$ cat src/rtl/uart_rx_fifo.sv
// UART 8N1 receiver feeding a show-ahead RX FIFO for the core's memory-mapped read port.
// Optional: define UART_RX_PARITY_EN for 8E1 frames with a parity_err flag.
module uart_rx_fifo #(
    parameter int CLKS_PER_BIT = 434,
    parameter int DEPTH_LOG2   = 4
) (
    input  logic       clk,
    input  logic       rst_n,
    input  logic       rxd,
    input  logic       uart_rdreq,
    input  logic       err_clr,
    output logic [7:0] uart_in,
    output logic       uart_empty,
    output logic       overrun,
    output logic       frame_err,
    output logic       parity_err
);
    localparam int CW = $clog2(CLKS_PER_BIT);
    localparam logic [CW-1:0] HALF_BIT = CW'(CLKS_PER_BIT / 2 - 1);
    localparam logic [CW-1:0] FULL_BIT = CW'(CLKS_PER_BIT - 1);
    localparam int DEPTH = 1 << DEPTH_LOG2;

`ifdef UART_RX_PARITY_EN
    typedef enum logic [2:0] {IDLE, START, DATA, PARITY, STOP} state_t;
`else
    typedef enum logic [1:0] {IDLE, START, DATA, STOP} state_t;
`endif

    state_t        state, state_n;
    logic [CW-1:0] cnt, cnt_n;
    logic [2:0]    bit_idx, bit_idx_n;
    logic [7:0]    shreg, shreg_n;
    logic          rxd_meta, rxd_sync;
    logic          push_req, push_n, frame_ev;
`ifdef UART_RX_PARITY_EN
    logic          par_bit, par_bit_n, parity_ev, parity_q;
`endif

    logic [7:0]            mem [DEPTH];
    logic [DEPTH_LOG2:0]   wr_ptr, rd_ptr;
    logic                  fifo_full, do_pop, do_push, overrun_ev;

    always_ff @(posedge clk or negedge rst_n) begin
        if (!rst_n) begin
            rxd_meta <= 1'b1;
            rxd_sync <= 1'b1;
            state    <= IDLE;
            cnt      <= '0;
            bit_idx  <= '0;
            shreg    <= '0;
            push_req <= 1'b0;
`ifdef UART_RX_PARITY_EN
            par_bit  <= 1'b0;
`endif
        end else begin
            rxd_meta <= rxd;
            rxd_sync <= rxd_meta;
            state    <= state_n;
            cnt      <= cnt_n;
            bit_idx  <= bit_idx_n;
            shreg    <= shreg_n;
            push_req <= push_n;
`ifdef UART_RX_PARITY_EN
            par_bit  <= par_bit_n;
`endif
        end
    end

    always_comb begin
        state_n   = state;
        cnt_n     = cnt;
        bit_idx_n = bit_idx;
        shreg_n   = shreg;
        push_n    = 1'b0;
        frame_ev  = 1'b0;
`ifdef UART_RX_PARITY_EN
        par_bit_n = par_bit;
        parity_ev = 1'b0;
`endif
        case (state)
            IDLE: begin
                if (!rxd_sync) begin
                    cnt_n   = HALF_BIT;
                    state_n = START;
                end
            end
            START: begin
                if (cnt == '0) begin
                    cnt_n     = FULL_BIT;
                    bit_idx_n = '0;
                    state_n   = rxd_sync ? IDLE : DATA;
                end else begin
                    cnt_n = cnt - 1'b1;
                end
            end
            DATA: begin
                if (cnt == '0) begin
                    cnt_n     = FULL_BIT;
                    shreg_n   = {rxd_sync, shreg[7:1]};
                    bit_idx_n = bit_idx + 1'b1;
                    if (bit_idx == 3'd7) begin
`ifdef UART_RX_PARITY_EN
                        state_n = PARITY;
`else
                        state_n = STOP;
`endif
                    end
                end else begin
                    cnt_n = cnt - 1'b1;
                end
            end
`ifdef UART_RX_PARITY_EN
            PARITY: begin
                if (cnt == '0) begin
                    cnt_n     = FULL_BIT;
                    par_bit_n = rxd_sync;
                    state_n   = STOP;
                end else begin
                    cnt_n = cnt - 1'b1;
                end
            end
`endif
            STOP: begin
                // Leave at mid-stop-bit so a back-to-back start edge is not missed.
                if (cnt == '0) begin
                    state_n   = IDLE;
                    frame_ev  = !rxd_sync;
`ifdef UART_RX_PARITY_EN
                    parity_ev = ^{shreg, par_bit};
                    push_n    = rxd_sync && !parity_ev;
`else
                    push_n    = rxd_sync;
`endif
                end else begin
                    cnt_n = cnt - 1'b1;
                end
            end
            default: state_n = IDLE;
        endcase
    end

    assign uart_empty = (wr_ptr == rd_ptr);
    assign fifo_full  = (wr_ptr[DEPTH_LOG2] != rd_ptr[DEPTH_LOG2]) &&
                        (wr_ptr[DEPTH_LOG2-1:0] == rd_ptr[DEPTH_LOG2-1:0]);
    assign do_pop     = uart_rdreq && !uart_empty;
    assign do_push    = push_req && (!fifo_full || do_pop);
    assign overrun_ev = push_req && fifo_full && !do_pop;
    assign uart_in    = uart_empty ? '0 : mem[rd_ptr[DEPTH_LOG2-1:0]];

    // shreg is stable during the push cycle, so it doubles as the write data.
    always_ff @(posedge clk) begin
        if (do_push)
            mem[wr_ptr[DEPTH_LOG2-1:0]] <= shreg;
    end

    always_ff @(posedge clk or negedge rst_n) begin
        if (!rst_n) begin
            wr_ptr    <= '0;
            rd_ptr    <= '0;
            overrun   <= 1'b0;
            frame_err <= 1'b0;
        end else begin
            if (do_push)
                wr_ptr <= wr_ptr + 1'b1;
            if (do_pop)
                rd_ptr <= rd_ptr + 1'b1;
            overrun   <= overrun_ev | (overrun & ~err_clr);
            frame_err <= frame_ev | (frame_err & ~err_clr);
        end
    end

`ifdef UART_RX_PARITY_EN
    always_ff @(posedge clk or negedge rst_n) begin
        if (!rst_n)
            parity_q <= 1'b0;
        else
            parity_q <= parity_ev | (parity_q & ~err_clr);
    end
    assign parity_err = parity_q;
`else
    assign parity_err = 1'b0;
`endif

endmodule

$ cat config.mk
export PLATFORM = sky130hd
export DESIGN_NAME = uart_rx_fifo
export DESIGN_NICKNAME = d
export VERILOG_FILES = /design/src/rtl/uart_rx_fifo.sv
export SDC_FILE = /design/constraint.sdc
export NUM_CORES = 1
export LEC_CHECK = 0
export ABC_AREA = 1
export BUFFER_PORTS_ARGS = -buffer_cell sky130_fd_sc_hd__buf_2
export CORE_MARGIN = 2
export CORE_UTILIZATION = 56
export CTS_BUF_LIST = sky130_fd_sc_hd__clkbuf_16
export CTS_CLUSTER_SIZE = 10
export DETAILED_ROUTE_END_ITERATION = 10
export GPL_TIMING_DRIVEN = 0
export PLACE_DENSITY = 0.75
export SYNTH_ARGS = -nofsm -noshare
export SYNTH_HDL_FRONTEND = slang
export SYNTH_SLANG_ARGS = --single-unit
$ cat constraint.sdc
create_clock -name clk -period 2.2 [get_ports clk]
set_clock_uncertainty 0.05 [all_clocks]
set_input_delay 0.11 -clock clk [delete_from_list [all_inputs] [get_ports clk]]
set_output_delay 0.11 -clock clk [all_outputs]
set_load 0.05 [all_outputs]
==> impl_results.md <==
- Status: finished, violations left
- Failing checks: negative setup slack
- Tmin final: between 2000 and 2500 ps
- Placed cells: 993
- Grt ovf: 0
- Design Power: 6.73 mW
- Clk root buf: clkbuf_16
- Ranking of synthesized cells by area: edfxtp_1 50%, nand2_1 13%, dfrtp_1 12%
- Vias after detailed routing: ~6,000
- Tot GR Track Use: between 20 and 30%
- Slew margin rel.: 43.2%
- Distinct cells, synth: 28
- First-pass GRT wire length: 28,000 um
- RSZ-0062 raised after global routing: yes
- CTS max path bufs: 2
- NumNets Final: ~900
- Count leader, synth: nand2_1
- Maxcap violations: 0
- Metal2 WL: 10,300 um
- CP endpoint kind: primary output
- Die footprint: 14,500 um^2
- Clock sinks: 165
- Core ar.: 13,200 um^2
- Final hold vios: 0
- Leak: 4.43 nW
- Synth Flop Type: edfxtp_1
- # diodes: 0
- Drt wl/cell: 19.7 um
- Crit path kind: flip-flop to primary output
- DP Area: ~7900 um^2
- Clk_lat worst skew: 430 ps
- EDFF count, synth: around 130
- CP Data Required Time: slightly above 2000 ps
- # DRC: 0
- Vias in the first global route: 5,579
- Post-synthesis register bit count: ~170
- Clock tree from TritonCTS: yes
- Share of layout cells above drive strength 1: 23.1%
- Sequential fraction of the synthesis area: a little over three fifths
- Final worst-path cycle share: 113%
- Initial antenna violation count: 0
- Chip width: about 120 um
- WL met3: 1880 um
- DIE HEIGHT: 121 um
- Final instance area: 9750 um^2
- Finished Layout Cells: 1,052
- Highest metal used: met4
- PortBufs: 15
- Synthesized instance count: 802
- DRT met1 WL: 7530 um
- First-pass DRT Iterations: 7
- Layout Utilization: about three quarters
- Largest net degree at the start of global routing: 38
- Starting Density: 57.5%
- Max Slew Vio Count: 0
- Drt total wl: a little over 20,000 um
- Area grow syn2layout: 28.1%
- Post-route ant nets: 0
- Iteration-0 DRC Markers: 862
- Setup TNS: -1780 ps
- Synthesized area per cell: 9.49 um^2
- Synth top area share: 50.5%
- Post-Syn Nets: 821
- Syn. warnings: 0
- Final WS setup: -283 ps
- H-tree depth: 4
- Mapped cell area: ~7600 um^2
- Clk pin slew, worst setup/hold paths: around 60 ps
- Pwr/cell area: 690 nW/um^2
- Setup crit start kind: flip-flop
- Top Ports: 17
- Final Setup Violations: 8
- Reg2reg setup slack: 70 ps
- Post-synth ARST share: approximately 22%
- DP HPWL: 11,100 um
- F_max: 403 MHz
- Num CTS Buffers: 17
- Slew @ Worst Pin: between 800 and 900 ps
- Leading area contributor after synthesis: edfxtp_1
- GP Congestion: a little over 0.9
- Vias per cell: 5.70
- Synth cell count leaders: 268 x nand2_1, 128 x edfxtp_1, 113 x inv_1, 84 x nand3_1, 42 x nor2_1
- CP Max Fanout: 5
- Row cnt: between 40 and 50
- CP Data Arrival Time: 2320 ps
- Worst hold path class: primary input to asynchronous set/reset pin
- VDD IR max: 429 uV
==> through the flow <==
step | worst slack (ps) | hold slack, ps
2_1_floorplan | 84.9 | -236
6_report | -283 | 254
3_3_place_gp | -496 | 169
5_1_grt | -309 | 266
4_1_cts | -155 | 262
3_5_place_dp | -550 | 167
==> placed cells by master (no fill, tap or decap), types with 6 or more instances in the layout <==
| cell type | instances |
|---|---|
| nor2_1 | 39 |
| nand2_2 | 34 |
| xor2_1 | 12 |
| ha_1 | 14 |
| nor3_4 | 15 |
| nand2_1 | 233 |
| bufinv_16 | 6 |
| dfrtp_1 | 35 |
| buf_8 | 6 |
| buf_6 | 17 |
| buf_4 | 7 |
| o21ai_1 | 16 |
| nand3_1 | 52 |
| inv_2 | 7 |
| inv_1 | 111 |
| a21oi_1 | 9 |
| a21oi_2 | 6 |
| clkbuf_16 | 20 |
| buf_12 | 17 |
| nand3_2 | 33 |
| edfxtp_1 | 128 |
| buf_2 | 10 |
==> layer usage <==
metal | GRT usage [%] | vias to the layer above
met2 | 42.4 | 390
met3 | 5.05 | 98
met5 | 0 | -
met1 | 32.4 | 2808
met4 | 13.6 | 0
li1 | - | 2699
==> kinds of logic (layout without fill, tap and decap cells) <==
group | count (synthesis) | after routing | share of synthesized area (%)
AO/OA/AOI/OAI | 40 | 40 | 2.70
buffers and inverters | 147 | 221 | 7.71
flip-flops | 165 | 165 | 62.7
XOR/XNOR | 15 | 15 | 1.73
AND/OR/NAND/NOR | 420 | 420 | 22.8
adder cells (fa/ha/maj) | 14 | 14 | 2.30
other | 1 | 1 | 0.0493
==> path summary, 6_finish.rpt <==
check,start,cells past startpoint,end
min in group clk,rxd,2,rxd_meta$_DFF_PN1_
worst min register to register,rxd_meta$_DFF_PN1_,0,rxd_sync$_DFF_PN1_
worst max-delay path,rd_ptr[0]$_DFFE_PN0P_,13,uart_in[6]
worst min-delay path,rst_n,2,cnt[1]$_DFFE_PN0P_
worst max register to register,rd_ptr[1]$_DFFE_PN0P_,7,mem[14][1]$_DFFE_PP_
max in group asynchronous,rst_n,2,bit_idx[2]$_DFFE_PN0P_
==> worst max-delay path, cell delays in order (launching register included) <==
cell	delay [ps]
dfrtp_1	420
buf_6	160
buf_6	110
inv_6	40
clkbuf_16	160
buf_8	130
nand2_1	70
nand3_2	90
nand2_1	100
nand2_1	90
nand2_2	100
inv_2	50
a21oi_4	180
buf_6	180
==> timing repair <==
action / in CTS / in global routing
cloned: 2 / 3
hold endpoints to repair: 42 / 0
setup buffers: 5 / 15
endpoints found under the setup margin: 129 / 124
resized for setup: 108 / 88
pin swaps: 12 / 50
hold buffers: 4 / 0
==> final cells by class <==
class | count | area, um^2
Buffer | 27 | 264
Inverter | 118 | 454
Fill cell | 774 | 3490
Sequential cell | 165 | 4770
Multi-Input combinational cell | 490 | 2750
Clock buffer | 17 | 425
Clock inverter | 15 | 236
Tap cell | 176 | 220
Timing Repair Buffer | 44 | 634
==> state kept, by name, summed over array words and instances, names as in the netlist, named ones only <==
register	cells
bit_idx	3
shreg	8
rxd_sync	1
mem	128
rxd_meta	1
push_req	1
rd_ptr	5
cnt	9
frame_err	1
wr_ptr	5
state	1
overrun	1
==> report_power, final <==
| group | internal (mW) | total (mW) | leakage, nW | switching [mW] |
|---|---|---|---|---|
| clock | 2.12 | 3.37 | 0.325 | 1.25 |
| combinational | 0.00883 | 0.0306 | 2.13 | 0.0217 |
| sequential | 3.32 | 3.33 | 1.98 | 0.00158 |
(Power assumes the default switching activity.)
